**config.mk**
```make
export PLATFORM = sky130hd
export DESIGN_NAME = laser_byte_receiver_flat
export DESIGN_NICKNAME = d
export VERILOG_FILES = /design/src/rtl/laser_pkg.sv /design/src/rtl/laser_byte_receiver_if.sv /design/src/rtl/laser_byte_receiver_bit_synchronizer.sv /design/src/rtl/laser_byte_receiver.sv /design/src/flat_wrapper.sv
export SDC_FILE = /design/constraint.sdc
export NUM_CORES = 1
export LEC_CHECK = 0
export BUFFER_PORTS_ARGS = -buffer_cell sky130_fd_sc_hd__buf_4
export CORE_MARGIN = 4
export CORE_UTILIZATION = 24
export CTS_BUF_LIST = sky130_fd_sc_hd__clkbuf_16
export CTS_CLUSTER_DIAMETER = 200
export DETAILED_ROUTE_END_ITERATION = 16
export PLACE_DENSITY_LB_ADDON = 0.3
export SETUP_SLACK_MARGIN = 0.3
export SYNTH_ARGS = -nofsm -noshare
export SYNTH_HDL_FRONTEND = slang
export SYNTH_HIERARCHICAL = 1
export SYNTH_SLANG_ARGS = --single-unit
```
**constraint.sdc**
```tcl
create_clock -name clock -period 2.3 [get_ports clock]
set_clock_uncertainty 0.2 [all_clocks]
set_input_delay 0.345 -clock clock [delete_from_list [all_inputs] [get_ports clock]]
set_output_delay 0.345 -clock clock [all_outputs]
set_load 0.02 [all_outputs]
```
**src/rtl/laser_pkg.sv**
```systemverilog
// Framing definitions shared by the laser transmitter and receiver so both
// ends agree on line levels and receiver state names.
package laser_pkg;

  typedef enum logic [2:0] {
    IDLE,
    START,
    DATA,
    STOP,
    WAIT_IDLE
  } rx_state_t;

  localparam logic START_LEVEL = 1'b1;
  localparam logic STOP_LEVEL  = 1'b0;
  localparam logic IDLE_LEVEL  = 1'b0;

endpackage

```
**src/rtl/laser_byte_receiver_if.sv**
```systemverilog
// Receiver-side signal bundle: control/line inputs plus recovered byte outputs.
interface laser_byte_receiver_if #(
  parameter int DATA_BITS = 8,
  parameter int COUNT_W   = 16
);
  logic                 en;
  logic                 laser_in;
  logic [DATA_BITS-1:0] data_out;
  logic                 data_valid;
  logic                 frame_err;
  logic [COUNT_W-1:0]   byte_count;
  logic                 busy;

  modport master (
    output en, laser_in,
    input  data_out, data_valid, frame_err, byte_count, busy
  );

  modport slave (
    input  en, laser_in,
    output data_out, data_valid, frame_err, byte_count, busy
  );
endinterface

```
**src/rtl/laser_byte_receiver_bit_synchronizer.sv**
```systemverilog
// Two-flop synchronizer for an asynchronous single-bit level.
module bit_synchronizer (
  input  logic clock,
  input  logic reset,
  input  logic d,
  output logic q
);
  logic meta_q, sync_q;

  always_ff @(posedge clock) begin
    if (reset) begin
      meta_q <= 1'b0;
      sync_q <= 1'b0;
    end else begin
      meta_q <= d;
      sync_q <= meta_q;
    end
  end

  assign q = sync_q;
endmodule

```
**src/rtl/laser_byte_receiver.sv**
```systemverilog
// Oversampling serial byte receiver for the photodiode line: idle low,
// start high, DATA_BITS LSB first, stop low.
module laser_byte_receiver #(
  parameter int CLKS_PER_BIT = 8,
  parameter int DATA_BITS    = 8,
  parameter int COUNT_W      = 16
) (
  input  logic                  clock,
  input  logic                  reset,
  laser_byte_receiver_if.slave  rx
);
  import laser_pkg::*;

  localparam int CTR_W = $clog2(CLKS_PER_BIT);
  localparam int IDX_W = $clog2(DATA_BITS + 1);
  localparam logic [CTR_W-1:0] HALF_M1 = CTR_W'(CLKS_PER_BIT / 2 - 1);
  localparam logic [CTR_W-1:0] FULL_M1 = CTR_W'(CLKS_PER_BIT - 1);
  localparam logic [IDX_W-1:0] LAST_IDX = IDX_W'(DATA_BITS - 1);

  logic s_in;

  rx_state_t            state_q, state_d;
  logic [CTR_W-1:0]     bit_ctr_q, bit_ctr_d;
  logic [IDX_W-1:0]     bit_idx_q, bit_idx_d;
  logic [DATA_BITS-1:0] shift_q, shift_d;
  logic [DATA_BITS-1:0] data_q, data_d;
  logic                 valid_q, valid_d;
  logic                 err_q, err_d;
  logic [COUNT_W-1:0]   count_q, count_d;

  bit_synchronizer u_sync (
    .clock (clock),
    .reset (reset),
    .d     (rx.laser_in),
    .q     (s_in)
  );

  always_comb begin
    state_d   = state_q;
    bit_ctr_d = bit_ctr_q + 1'b1;
    bit_idx_d = bit_idx_q;
    shift_d   = shift_q;
    data_d    = data_q;
    valid_d   = 1'b0;
    err_d     = 1'b0;
    count_d   = count_q;

    unique case (state_q)
      IDLE: begin
        bit_ctr_d = '0;
        if (rx.en && s_in == START_LEVEL) state_d = START;
      end
      // Mid-start-bit recheck rejects short glitches and centres the sampling.
      START: begin
        if (bit_ctr_q == HALF_M1) begin
          bit_ctr_d = '0;
          bit_idx_d = '0;
          state_d   = (s_in == START_LEVEL) ? DATA : IDLE;
        end
      end
      DATA: begin
        if (bit_ctr_q == FULL_M1) begin
          bit_ctr_d = '0;
          shift_d   = {s_in, shift_q[DATA_BITS-1:1]};
          bit_idx_d = bit_idx_q + 1'b1;
          if (bit_idx_q == LAST_IDX) state_d = STOP;
        end
      end
      STOP: begin
        if (bit_ctr_q == FULL_M1) begin
          bit_ctr_d = '0;
          if (s_in == STOP_LEVEL) begin
            data_d  = shift_q;
            valid_d = 1'b1;
            count_d = count_q + 1'b1;
            state_d = IDLE;
          end else begin
            err_d   = 1'b1;
            state_d = WAIT_IDLE;
          end
        end
      end
      // A stuck-on laser must go dark before another frame can start.
      WAIT_IDLE: begin
        if (s_in == IDLE_LEVEL) state_d = IDLE;
      end
      default: state_d = IDLE;
    endcase

    if (!rx.en) begin
      state_d = IDLE;
      data_d  = data_q;
      valid_d = 1'b0;
      err_d   = 1'b0;
      count_d = count_q;
    end
  end

  always_ff @(posedge clock) begin
    if (reset) begin
      state_q   <= IDLE;
      bit_ctr_q <= '0;
      bit_idx_q <= '0;
      shift_q   <= '0;
      data_q    <= '0;
      valid_q   <= 1'b0;
      err_q     <= 1'b0;
      count_q   <= '0;
    end else begin
      state_q   <= state_d;
      bit_ctr_q <= bit_ctr_d;
      bit_idx_q <= bit_idx_d;
      shift_q   <= shift_d;
      data_q    <= data_d;
      valid_q   <= valid_d;
      err_q     <= err_d;
      count_q   <= count_d;
    end
  end

  assign rx.data_out   = data_q;
  assign rx.data_valid = valid_q;
  assign rx.frame_err  = err_q;
  assign rx.byte_count = count_q;
  assign rx.busy       = (state_q != IDLE);
endmodule

```
**src/flat_wrapper.sv**
```systemverilog
// flat-port wrapper written by rule: the top's interface ports become plain ports
module laser_byte_receiver_flat import laser_pkg::*;
#(
  parameter int CLKS_PER_BIT = 8,
  parameter int DATA_BITS    = 8,
  parameter int COUNT_W      = 16
)
  (clock, reset, rx_en, rx_laser_in, rx_data_out, rx_data_valid, rx_frame_err, rx_byte_count, rx_busy);
  laser_byte_receiver_if #(.DATA_BITS(DATA_BITS), .COUNT_W(COUNT_W)) rx_i ();
  input  logic clock;
  input  logic reset;
  input wire logic [$bits(rx_i.en)-1:0] rx_en;
  input wire logic [$bits(rx_i.laser_in)-1:0] rx_laser_in;
  output wire logic [$bits(rx_i.data_out)-1:0] rx_data_out;
  output wire logic [$bits(rx_i.data_valid)-1:0] rx_data_valid;
  output wire logic [$bits(rx_i.frame_err)-1:0] rx_frame_err;
  output wire logic [$bits(rx_i.byte_count)-1:0] rx_byte_count;
  output wire logic [$bits(rx_i.busy)-1:0] rx_busy;
  assign rx_i.en = rx_en;
  assign rx_i.laser_in = rx_laser_in;
  assign rx_data_out = rx_i.data_out;
  assign rx_data_valid = rx_i.data_valid;
  assign rx_frame_err = rx_i.frame_err;
  assign rx_byte_count = rx_i.byte_count;
  assign rx_busy = rx_i.busy;
  laser_byte_receiver #(.CLKS_PER_BIT(CLKS_PER_BIT), .DATA_BITS(DATA_BITS), .COUNT_W(COUNT_W)) u_core (.clock(clock), .reset(reset), .rx(rx_i));
endmodule
```
==> flow_summary.ini <==
[worst_hold_path]
min_from = rx_laser_in
whs_endpoint = u_core/u_sync/meta_q
hp-class = in -> reg
holdPathStages = 2

[route]
finalWirelength_mm = 4.60
drt-initial-drc-count = 99
wl_per_cell_um = 12.2
drt_pass1_iterations = 4
drtAntennaViolNets = 0
vias = 1739
drc_errors = 0
via_per_inst = 4.60

[synth]
yosysMostFrequentCell = dfxtp_1
syn-num-nets = 246
syn_avg_cell_area_um2 = 8.38
synth_seq_cells = 46
ys.flop_type = dfxtp_1
synth.yosys.seq_area_share = 0.463
synthCells = 237
yosysTopAreaCell = dfxtp_1
yosysWarnings = 6
synth_edf_count = 0
synth_top_area_frac = 0.463
synth_commonest_cells = 46 x dfxtp_1, 45 x nand2_1, 30 x a21oi_1
syn_area_um2 = 1990
synth_area_leaders = dfxtp_1 46%, nand2_1 8.5%, a21oi_1 7.6%
ys_async_sr_fraction = 0
yosysUniqueCellTypes = 45

[cells_and_area]
multi_input_area_um2 = 1080
final_area_um2 = 2650
regArea_um2 = 937
final.fill_count = 826
utilization = 0.336
layout-drive-gt1-share = 0.268
area_growth_pct = 33.3
finalNetCount = 284
antenna_cells = 0
stdcell_count = 378

[power]
p_int_mw = 1.38
p_comb_frac = 0.015
switching_power_mw = 0.321
swShare = 0.188
peakVddDrop_mv = 0.269
p_leak_nw = 0.949
clock_power_share = 0.517
power_frac_seq = 0.468
powerDensity_nw_per_um2 = 644

[timing]
setup_violations = 0
finalCritPeriodShare = 0.843
tightestPinTransition_ns = 0.443
maxSlewHeadroom = 0.702
setup_tns_ns = 0
period_needed_ns = 1.94
finalHoldViolCount = 0
max_freq_mhz = 516
fin_ws_ns = 0.362
report.final.slew_viol_count = 0
rsz0062_at_grt = true

[worst_setup_path]
worstPathArrival_ns = 1.95
worstPathRequired_ns = 2.31
reg2regPathDepth = 4
r2r_end = u_core/rx.byte_count[15]
critical_path.max_fanout = 6
end_kind = flop
critPathLaunchType = flop
path_class = reg -> reg
reg2reg_from = u_core/rx.byte_count[7]
reg2reg_slack_ns = 0.36

[floorplan]
die_area_um2 = 9800
fp-row-count = 32
fp.dieH_um = 99.0
fp.dieW_um = 99.0
coreArea_um2 = 7890
initial_core_util = 0.252
ios = 31

[placement]
hpwl_mm = 3.25
port_buffers = 30
dpl_worst_slack_ns = 0.181
post_dp_cell_area_um2 = 2390
dp.cells = 369
place.gp.congestion = 0.759

[cts]
ctsRootBufferMaster = clkbuf_16
cts_buffers = 5
clock_latency_ns = 0.28
cts_htree_levels = 2
cts_sinks = 46
clockBufferDepth = 2
cts_tree = built
path_clk_slew_ns = 0.06

[global_routing]
grt_usage = 0.0957
grt_pass1_vias = 1666
grt_start_max_net_pins = 46
grt_overflow = 0
grt_pass1_wl_mm = 7.78
grt_antenna_before_repair = 0

[job]
drv_cap = 0

[status]
status = finished, final reports clean
-- final cells by class --
type | count | area share
Tap cell | 102 | 0.0482
Inverter | 3 | 0.00425
Multi-Input combinational cell | 178 | 0.406
Timing Repair Buffer | 41 | 0.116
Clock inverter | 2 | 0.0146
Sequential cell | 46 | 0.354
Clock buffer | 6 | 0.0567
-- critical path, stage by stage, from the launching register on --
cell	delay [ns]
dfxtp_2	0.38
nand2_1	0.11
or4_4	0.54
or4b_1	0.48
a21oi_1	0.16
-- placed cells by master (no fill, tap or decap), drive strengths merged, types with 2 or more instances in the layout --
cell     Yosys  layout
buf          1      41
or3          5       5
o31ai        2       2
dfxtp       46      46
o21ai        7       7
and3         2       2
nor3b        2       2
nor2b        6       6
a21oi       30      30
nand3        9       9
inv          3       3
nand2       45      45
xnor2        4       4
a2111oi      2       2
clkbuf       9       6
o41ai        2       2
ha           5       5
nand3b       3       3
xor2         3       3
nor2        19      19
nor4         3       3
nand2b       2       2
or4          2       2
and2         2       2
nor3         4       4
nand4        4       4
or4b         2       2
-- flip-flops by register name (all words and copies together), names as in the netlist --
name                  flops
u_core/bit_ctr_q          3
u_core/bit_idx_q          4
u_core/rx.byte_count     16
u_core/rx.data_out        8
u_core/rx.data_valid      1
u_core/rx.frame_err       1
u_core/shift_q            8
u_core/state_q            3
u_core/u_sync/meta_q      1
u_core/u_sync/q           1
-- worst max path at each step --
stage / from / endpoint / slack [ns] / cells past startpoint
5_1_grt: u_core/rx.byte_count[7] / u_core/rx.byte_count[14] / 0.30 / 4
3_5_place_dp: u_core/bit_ctr_q[0] / u_core/rx.byte_count[13] / 0.18 / 5
2_1_floorplan: u_core/rx.byte_count[8] / u_core/rx.byte_count[13] / 0.29 / 4
6_report: u_core/rx.byte_count[7] / u_core/rx.byte_count[15] / 0.36 / 4
3_3_place_gp: u_core/bit_ctr_q[0] / u_core/rx.byte_count[13] / 0.24 / 5
4_1_cts: u_core/rx.byte_count[5] / u_core/rx.byte_count[13] / 0.27 / 4
-- kinds of logic after synthesis --
| kind of cell | after synthesis | synth area share |
|---|---|---|
| adders and majority gates | 5 | 0.0315 |
| muxes | 1 | 0.00567 |
| buffers and inverters | 13 | 0.0252 |
| and+or+nand+nor | 115 | 0.298 |
| xor gates and xnor gates | 7 | 0.0309 |
| AOI/OAI and AO/OA | 50 | 0.145 |
| DFF | 46 | 0.463 |
-- stage by stage --
| stage | power, mW | hold slack (ns) |
|---|---|---|
| after global placement | 0.841 | 0.217 |
| final | 1.71 | 0.0791 |
| after global routing | 1.76 | 0.0929 |
| after floorplan | 0.831 | 0.214 |
| after CTS | 1.73 | 0.0798 |
| after detailed placement | 0.841 | 0.233 |
-- routing by layer --
metal  track usage  wire length [µm]
met5             0                 0
met4        0.0315                27
met3        0.0234               162
met2         0.163              2280
met1         0.118              2130
-- power by group through the flow --
stage	Sequential (mW)	Clock (mW)	Combinational, mW
finish	0.798	0.882	0.0256
global route	0.797	0.934	0.0284
CTS	0.797	0.907	0.0253
detailed placement	0.816	0	0.0252
global placement	0.816	0	0.0252
floorplan	0.815	0	0.0161
-- what timing repair did --
item                       4_1_cts  5_1_grt
setup endpoints to repair        6        7
pin swaps                        2        0
setup buffers                    1        0
hold buffers                     0        0
gates resized for setup          2       11
(Power assumes the default switching activity.)
